## src/rtl/m68k_region_decoder.sv

```systemverilog
// m68k_region_decoder
//   Registered 68000 address decoder and bus-cycle controller. A table of
//   NUM_REGIONS base/mask entries, each with a direction filter and a
//   wait-state count, replaces fixed per-board range compares. The address
//   is latched on the sampled AS_n falling edge. A one-hot chip select is
//   driven, DTACK_n is produced after the region's wait states, and BERR_n
//   is raised on unmapped or externally stalled cycles.
//
// Ports
//   clk           system clock
//   reset_n       synchronous active-low reset
//   m68k_a        CPU byte address (bit 0 ignored)
//   m68k_as_n     address strobe
//   m68k_rw       1 = read, 0 = write
//   ext_dtack_n   external acknowledge for WAIT = 15 regions
//   cs            one-hot registered chip selects
//   cs_any        OR of cs
//   region_idx    index of the active region, 0 when none
//   m68k_dtack_n  data acknowledge to CPU
//   m68k_berr_n   bus error to CPU
//   cycle_start   one-clock pulse after the sampled AS_n falling edge
module m68k_region_decoder #(
   parameter int                            NUM_REGIONS  = 16,
   parameter int                            ADDR_W       = 24,
   parameter logic [NUM_REGIONS*ADDR_W-1:0] REGION_BASE  = '0,
   parameter logic [NUM_REGIONS*ADDR_W-1:0] REGION_MASK  = '1,
   parameter logic [2*NUM_REGIONS-1:0]      REGION_DIR   = '0,
   parameter logic [4*NUM_REGIONS-1:0]      REGION_WAIT  = '0,
   parameter int                            BERR_TIMEOUT = 64
) (
   input  logic                           clk,
   input  logic                           reset_n,
   input  logic [ADDR_W-1:0]              m68k_a,
   input  logic                           m68k_as_n,
   input  logic                           m68k_rw,
   input  logic                           ext_dtack_n,
   output logic [NUM_REGIONS-1:0]         cs,
   output logic                           cs_any,
   output logic [$clog2(NUM_REGIONS)-1:0] region_idx,
   output logic                           m68k_dtack_n,
   output logic                           m68k_berr_n,
   output logic                           cycle_start
);

   localparam int IDX_W     = $clog2(NUM_REGIONS);
   localparam int CNT_W_MIN = $clog2(BERR_TIMEOUT) + 1;
   // Counter also holds wait counts up to 14, so never narrower than 4 bits.
   localparam int CNT_W     = (CNT_W_MIN < 4) ? 4 : CNT_W_MIN;

   localparam logic [CNT_W-1:0] CNT_ONE   = CNT_W'(1);
   localparam logic [CNT_W-1:0] CNT_EXT   = CNT_W'(BERR_TIMEOUT);
   localparam logic [CNT_W-1:0] CNT_NOMAP = CNT_W'(BERR_TIMEOUT - 1);

   typedef enum logic [2:0] {
      ST_IDLE,
      ST_WAIT,
      ST_EXT,
      ST_ACK,
      ST_NOMAP,
      ST_BERR
   } state_t;

   state_t state, state_next;

   logic [CNT_W-1:0]       cnt, cnt_next;
   logic                   as_n_d;
   logic                   as_fall;
   logic                   unused_a0;

   logic [NUM_REGIONS-1:0] hit;
   logic [NUM_REGIONS-1:0] win_oh;
   logic [IDX_W-1:0]       win_idx;
   logic [3:0]             win_wait;
   logic                   win_found;

   logic [NUM_REGIONS-1:0] cs_next;
   logic                   cs_any_next;
   logic [IDX_W-1:0]       idx_next;
   logic                   dtack_next;
   logic                   berr_next;

   assign as_fall   = !m68k_as_n && as_n_d;
   assign unused_a0 = m68k_a[0];

   // Per-region address and direction match on word addresses.
   for (genvar g = 0; g < NUM_REGIONS; g++) begin : g_hit
      localparam logic [ADDR_W-1:0] BASE = REGION_BASE[g*ADDR_W +: ADDR_W];
      localparam logic [ADDR_W-1:0] MASK = REGION_MASK[g*ADDR_W +: ADDR_W];
      localparam logic [1:0]        DIR  = REGION_DIR[2*g +: 2];

      logic addr_ok;
      logic dir_ok;

      assign addr_ok = (m68k_a[ADDR_W-1:1] & MASK[ADDR_W-1:1]) ==
                       (BASE[ADDR_W-1:1] & MASK[ADDR_W-1:1]);

      always_comb begin
         dir_ok = 1'b0;
         case (DIR)
            2'b00:   dir_ok = 1'b1;
            2'b01:   dir_ok = m68k_rw;
            2'b10:   dir_ok = !m68k_rw;
            default: dir_ok = 1'b0;
         endcase
      end

      assign hit[g] = addr_ok && dir_ok;
   end

   // Lowest matching index wins, keeping cs one-hot on overlaps.
   always_comb begin
      win_found = 1'b0;
      win_idx   = '0;
      win_wait  = '0;
      win_oh    = '0;
      for (int unsigned i = 0; i < NUM_REGIONS; i++) begin
         if (hit[i] && !win_found) begin
            win_found = 1'b1;
            win_idx   = IDX_W'(i);
            win_wait  = REGION_WAIT[4*i +: 4];
            win_oh[i] = 1'b1;
         end
      end
   end

   // Outputs are registered from next-state values so that cs and a
   // zero-wait DTACK appear on the same clock.
   always_comb begin
      state_next  = state;
      cnt_next    = cnt;
      cs_next     = cs;
      cs_any_next = cs_any;
      idx_next    = region_idx;
      dtack_next  = m68k_dtack_n;
      berr_next   = m68k_berr_n;

      if (state == ST_IDLE) begin
         if (as_fall) begin
            if (win_found) begin
               cs_next     = win_oh;
               cs_any_next = 1'b1;
               idx_next    = win_idx;
               cnt_next    = CNT_W'(win_wait);
               if (win_wait == 4'd15) begin
                  state_next = ST_EXT;
                  cnt_next   = CNT_EXT;
               end else if (win_wait == 4'd0) begin
                  state_next = ST_ACK;
                  dtack_next = 1'b0;
               end else begin
                  state_next = ST_WAIT;
               end
            end else begin
               state_next = ST_NOMAP;
               cnt_next   = CNT_NOMAP;
            end
         end
      end else if (m68k_as_n) begin
         // Abort/termination outranks expiry and external acknowledge.
         state_next  = ST_IDLE;
         cnt_next    = '0;
         cs_next     = '0;
         cs_any_next = 1'b0;
         idx_next    = '0;
         dtack_next  = 1'b1;
         berr_next   = 1'b1;
      end else begin
         case (state)
            ST_WAIT: begin
               if (cnt <= CNT_ONE) begin
                  state_next = ST_ACK;
                  dtack_next = 1'b0;
               end else begin
                  cnt_next = cnt - CNT_ONE;
               end
            end
            ST_EXT: begin
               if (!ext_dtack_n) begin
                  state_next = ST_ACK;
                  dtack_next = 1'b0;
               end else if (cnt <= CNT_ONE) begin
                  state_next = ST_BERR;
                  berr_next  = 1'b0;
               end else begin
                  cnt_next = cnt - CNT_ONE;
               end
            end
            ST_NOMAP: begin
               if (cnt <= CNT_ONE) begin
                  state_next = ST_BERR;
                  berr_next  = 1'b0;
               end else begin
                  cnt_next = cnt - CNT_ONE;
               end
            end
            default: begin
               state_next = state;
            end
         endcase
      end
   end

   always_ff @(posedge clk) begin
      if (!reset_n) begin
         state        <= ST_IDLE;
         cnt          <= '0;
         as_n_d       <= 1'b1;
         cs           <= '0;
         cs_any       <= 1'b0;
         region_idx   <= '0;
         m68k_dtack_n <= 1'b1;
         m68k_berr_n  <= 1'b1;
         cycle_start  <= 1'b0;
      end else begin
         state        <= state_next;
         cnt          <= cnt_next;
         as_n_d       <= m68k_as_n;
         cs           <= cs_next;
         cs_any       <= cs_any_next;
         region_idx   <= idx_next;
         m68k_dtack_n <= dtack_next;
         m68k_berr_n  <= berr_next;
         cycle_start  <= as_fall;
      end
   end

endmodule

```

## config.mk

```make
export PLATFORM = sky130hd
export DESIGN_NAME = m68k_region_decoder
export DESIGN_NICKNAME = d
export VERILOG_FILES = /design/src/rtl/m68k_region_decoder.sv
export SDC_FILE = /design/constraint.sdc
export NUM_CORES = 1
export LEC_CHECK = 0
export ABC_AREA = 1
export BUFFER_PORTS_ARGS = -buffer_cell sky130_fd_sc_hd__buf_2
export CAP_MARGIN = 10
export CORE_ASPECT_RATIO = 1.75
export CORE_MARGIN = 1.5
export CORE_UTILIZATION = 49
export CTS_BUF_LIST = sky130_fd_sc_hd__clkbuf_2 sky130_fd_sc_hd__clkbuf_4 sky130_fd_sc_hd__clkbuf_8
export DETAILED_ROUTE_END_ITERATION = 6
export HOLD_SLACK_MARGIN = 0.02
export PLACE_DENSITY = 0.82
export RECOVER_POWER = 50
export SYNTH_ARGS = -nofsm -noshare
export SYNTH_HDL_FRONTEND = slang
export SYNTH_SLANG_ARGS = --single-unit
export TNS_END_PERCENT = 20
```

## constraint.sdc

```tcl
create_clock -name clk -period 1.7 [get_ports clk]
set_input_delay 0.34 -clock clk [delete_from_list [all_inputs] [get_ports clk]]
set_output_delay 0.34 -clock clk [all_outputs]
set_load 0.05 [all_outputs]
```

Yosys cells after proc, flatten, opt, wreduce, memory -nomap -nowiden
Index checks and enable logic that the tools add are counted.
{"block": "op_classes", "addsub": 1, "n_mul": 0, "div": 0, "order_cmp": 1, "eq_ne": 9, "shift": 0, "n_mux": 84, "bitwise": 1, "n_reduce_logical": 45}
{"operator": "16-bit 2-to-1 mux", "count": 4}
{"operator": "4-bit 2-to-1 mux", "count": 12}
{"operator": "1-bit 2-to-1 mux", "count": 45}
{"operator": "7-bit 2-to-1 mux", "count": 5}
{"operator": "3-bit 2-to-1 mux", "count": 11}
{"operator": "23-bit logical NOT", "count": 1}
{"operator": "1-bit logical AND", "count": 16}
{"operator": "1-bit logical NOT", "count": 16}
{"operator": "7-bit one-hot mux with 2 select lines", "count": 1}
{"operator": "4-bit != test (second input constant)", "count": 3}
{"operator": "3-bit AND reduction", "count": 4}
{"operator": "3-bit one-hot mux with 3 select lines", "count": 1}
{"operator": "4-bit nonzero test", "count": 2}
{"operator": "7-bit by 1-bit <= comparator with 1-bit output (second input constant)", "count": 1}
{"operator": "7-bit by 1-bit subtractor with 7-bit output (second input constant)", "count": 1}
{"operator": "6-bit 2-to-1 mux", "count": 1}
{"operator": "5-bit AND reduction", "count": 1}
{"operator": "5-bit nonzero test", "count": 1}
{"operator": "2-bit 2-to-1 mux", "count": 2}
{"operator": "2-bit != test (second input constant)", "count": 2}
{"operator": "1-bit one-hot mux with 2 select lines", "count": 2}
{"operator": "3-bit by 1-bit equality test with 1-bit output (second input constant)", "count": 1}
{"operator": "3-bit by 2-bit equality test with 1-bit output (second input constant)", "count": 1}
{"operator": "3-bit equality test (second input constant)", "count": 1}
{"operator": "other kinds (6)", "count": 6}
{"block": "totals", "reg_bits": 35, "latchBits": 0, "mem_bits_rw": 0, "romBits": 0, "inputBits": 29, "output_inout_bits": 24, "elab_cells": 150, "memories": 0}

Longest topological paths before layout
{"block": "logic_depth", "ltp_word": 50, "depth_mapped": 10, "mapped_depth_nobuf": 10}

Least setup slack after synthesis
Ideal clock, no wire load.
{"block": "synth_timing", "kind": "register to register", "from": "register cnt[0]", "to": "register state[0]", "setup_ns": 0.113, "t_arrival_ns": 1.168, "required_ns": 1.587, "setup_slack_ns": 0.419, "stages_incl_launch_ff": 9, "path_buffers": 0, "period_less_slack_ns": 1.281, "cell_sequence": "dfxtp_1 -> ha_1 -> nand2_1 -> nand2_1 -> nand3_4 -> a21oi_2 -> nand2_1 -> o21ai_1 -> inv_1"}
{"block": "synth_via", "elab_chain_cells": 6, "elab_cells_between_ends": 8, "cone_classes": "1 x order compare; 1 x eq/ne; 5 x mux; 1 x reduce/logical"}
{"element": "start: declaration", "line": "65", "rtl": "logic [CNT_W-1:0] cnt, cnt_next;"}
{"element": "start signal: assignment", "line": "216", "rtl": "cnt <= cnt_next;"}
{"element": "7-bit by 1-bit <= comparator with 1-bit output (*)", "line": "170, 181, 189"}
{"element": "3-bit 2-to-1 mux (2 in series)"}
{"element": "3-bit one-hot mux with 3 select lines"}
{"element": "3-bit 2-to-1 mux (2 in series)"}
{"element": "end signal: assignment", "line": "215", "rtl": "state <= state_next;"}
{"element": "end: declaration", "line": "63", "rtl": "state_t state, state_next;"}
Mark *: on every way between the ends. The rest lies on a longest branch, timed or not.
A chain may end at the register's enable or synchronous reset.

Worst setup path in the final report
Ends and elaborated chain as after synthesis.

==> results.yml <==
clock_tree:
  cts-resized-gates: 0
  cts_tree: "done"
  postCtsSetupRepairBufs: 0
  clock_tree.buffer_depth: 2
  clock_buffer_count_from_cts: 3
  insertion_delay_ns: 0.25
  cts_hold_buffers: 0
  htree_num_levels: 1
  clock_sink_count: 16
  clkSlewWorstSetupHoldPaths_ns: 0.06
  cts.root.buffer_cell: "clkbuf_8"
grt:
  met3_usage_pct: 2.88
  antenna_found_initial: 0
  groute.usage.overall_pct: 21.0
  global_route.usage.met2_pct: 37.3
  grt.busiest_layer: "met2"
  grt_overflow: 0
  gr_layer_usage_met1_pct: 21.3
  first_global_vias: 1045
  grt_start_max_net_pins: 14
  grt_pass1_wl_um: 4260
sta:
  fmax_ghz: 0.673
  setup-violations-final: 0
  timing.setup.tns_ns: 0
  timing.hold.ws_ns: 0.416
  finalClockSkew_ns: 0.000896
  timing.final.max_slew_violations: 0
  period_minus_slack_ns: 1.48
  maxSlewHeadroom_pct: 59.0
  timing_hold_violations_final: 0
  layout_worst_path_cycle_share_pct: 87.3
  grt_setup_unrepaired: "no"
  tightest_slew_ns: 0.618
synth:
  yosys.cell_types.count: 29
  synthesis.area_um2: 1230
  synth.yosys.warnings: 0
  synthTopCellsByArea: "dfxtp_1, nor2_1, buf_4, nand2_1, o21ai_0"
  synth_seq_area_share_pct: 26.1
  post-synth-top-area-fraction_pct: 26.1
  avgSynthCellArea_um2: 6.66
  yosys.area.top_type: "dfxtp_1"
  postSynthRegisterBits: 16
  synthCells: 184
place:
  routabilityCongestion: 0.907
  port-buffer-count: 31
  post-dp-hpwl_um: 2070
final_layout:
  layout_commonest_cell: "nor2_1"
  areaGrowthSynthToFinish_pct: 11.4
  drive_gt1_share_pct: 22.2
  num-fill-cells: 256
  finalNetCount: 249
  mostFrequentLayoutCells: "nor2_1, nand2_1, buf_2"
  insertedDiodeCount: 0
detailed_routing:
  number_of_detailed_route_iterations_in_the_first_pass: 4
  routed_wire_length_per_instance_um: 10.8
  totalWireLength_um: 2600
  drt_iter0_markers: 19
  route.antenna.remaining_nets: 0
  number_of_vias_per_cell_after_detailed_routing: 4.98
  detailroute.via_count: 1200
  route.detailed.drc: 0
setup_path:
  critical_path.slowest_cell: "dfxtp_1"
  reg2reg_slack_ns: 0.22
  cp_cell_sequence: "ha_1 > nand2_1 > nand2_1 > nand3_4 > a21oi_2 > nand2_1 > o21ai_1 > inv_1"
  path_class: "flip-flop to flip-flop"
  critPathMaxFanout: 6
  worst_path_largest_cell_delay_ns: 0.42
  worst_setup_path_end_kind: "flip-flop"
  critical_path_required_ns: 1.85
  worstReg2RegStart: "cnt[0]"
  timing.reg2reg.worst_path_depth: 8
  critPathBufInv: 1
  worst_ep_arrival_time_ns: 1.63
  cp_dominant_cell_by_count: "nand2_1"
  worstSetupStartpointType: "flip-flop"
  top_cell_family_by_delay_on_the_critical_path: "flip-flops"
  r2r_end: "state[0]"
power_and_ir_drop:
  power.density_cell_area_nw_per_um2: 1680
  cellLeakagePower_nw: 0.675
  peakVddDrop_uv: 927
die:
  core_area_um2: 2330
  die_w_um: 40.8
  row_count: 23
  io_pins: 53
  floorplan.initialDensity_pct: 52.6
  vertical_die_dimension_um: 69.2
  dieArea_um2: 2820
hold_path:
  worstHoldPathCells: 2
  hold_path.class: "input port to flip-flop"
  holdCritStartpoint: "reset_n"
  worstHoldEndpoint: "as_n_d"
flow_run:
  drv_cap: 0
outcome:
  outcome: "finished, final reports clean"
-- cells by family (layout without fill, tap and decap cells) --
logic type	after synthesis	after routing	share of synthesized area [%]
other cells	1	19	0.306
xor+xnor	3	3	2.14
buf+inv	37	51	18.1
flops	16	16	26.1
fa+ha+maj	2	2	2.04
simple gates	99	99	39.9
compound gates	26	26	11.4
-- power breakdown --
| part | internal, W | switching (W) | leakage (nW) |
|---|---|---|---|
| registers | 0.000492 | 0.000115 | 0.132 |
| logic | 0.000452 | 0.000949 | 0.521 |
| clock network | 0.000157 | 0.000132 | 0.0216 |
| total | 0.00110 | 0.00120 | 0.675 |
-- how the worst max path moves through the flow --
stage / cells after the start / endpoint / from
after floorplan: 8 / state[0] / cnt[0]
after global placement: 9 / cs_any / m68k_a[10]
after detailed placement: 9 / cs_any / m68k_a[8]
after CTS: 8 / state[0] / cnt[0]
after global routing: 8 / state[0] / cnt[0]
final: 8 / state[0] / cnt[0]
-- layout make-up --
cell class	count	area (um2)	share of cell area [%]
inverter	17	73.8	5.40
tap	25	31.3	2.29
timing repair buffer	31	148	10.8
clock buffer	3	41.3	3.02
multi-input combinational	149	752	55.0
sequential	16	320	23.4
-- per-stage QoR --
| step | setup slack (ns) | power [W] | utilization, % | instance area (um2) | cells |
|---|---|---|---|---|---|
| 5_1_grt | 0.0654 | 0.00251 | 58.6 | 1370 | 241 |
| 6_report | 0.215 | 0.00230 | 58.6 | 1370 | 241 |
| 2_1_floorplan | 0.419 | 0.00178 | - | 1290 | 202 |
| 3_3_place_gp | 0.226 | 0.00199 | 57.2 | 1330 | 238 |
| 4_1_cts | 0.176 | 0.00232 | 58.9 | 1370 | 241 |
| 3_5_place_dp | 0.172 | 0.00202 | 57.2 | 1330 | 238 |
-- cell usage after synthesis, drive strengths merged --
| master | count |
|---|---|
| nand3 | 13 |
| nand2 | 33 |
| inv | 17 |
| ha | 2 |
| nand3b | 1 |
| dfxtp | 16 |
| buf | 19 |
| o21bai | 1 |
| and3 | 1 |
| nor2 | 46 |
| clkbuf | 1 |
| nor3 | 2 |
| conb | 1 |
| xor2 | 1 |
| xnor2 | 2 |
| a21oi | 5 |
| nand4 | 3 |
| o21ai | 20 |
-- state kept, by name (all words and copies together) (netlist names) --
register / flops
state: 3
as_n_d: 1
cs: 1
cnt: 7
cycle_start: 1
m68k_dtack_n: 1
cs_any: 1
m68k_berr_n: 1
-- per-layer routing --
| metal | share of wire, % | vias to the layer above |
|---|---|---|
| met5 | 0 | - |
| met4 | 2.8 | 0 |
| met3 | 3.8 | 7 |
| met2 | 56 | 37 |
| met1 | 37 | 540 |
| li1 | - | 616 |
Note: power is estimated with default switching activity, not from simulation.
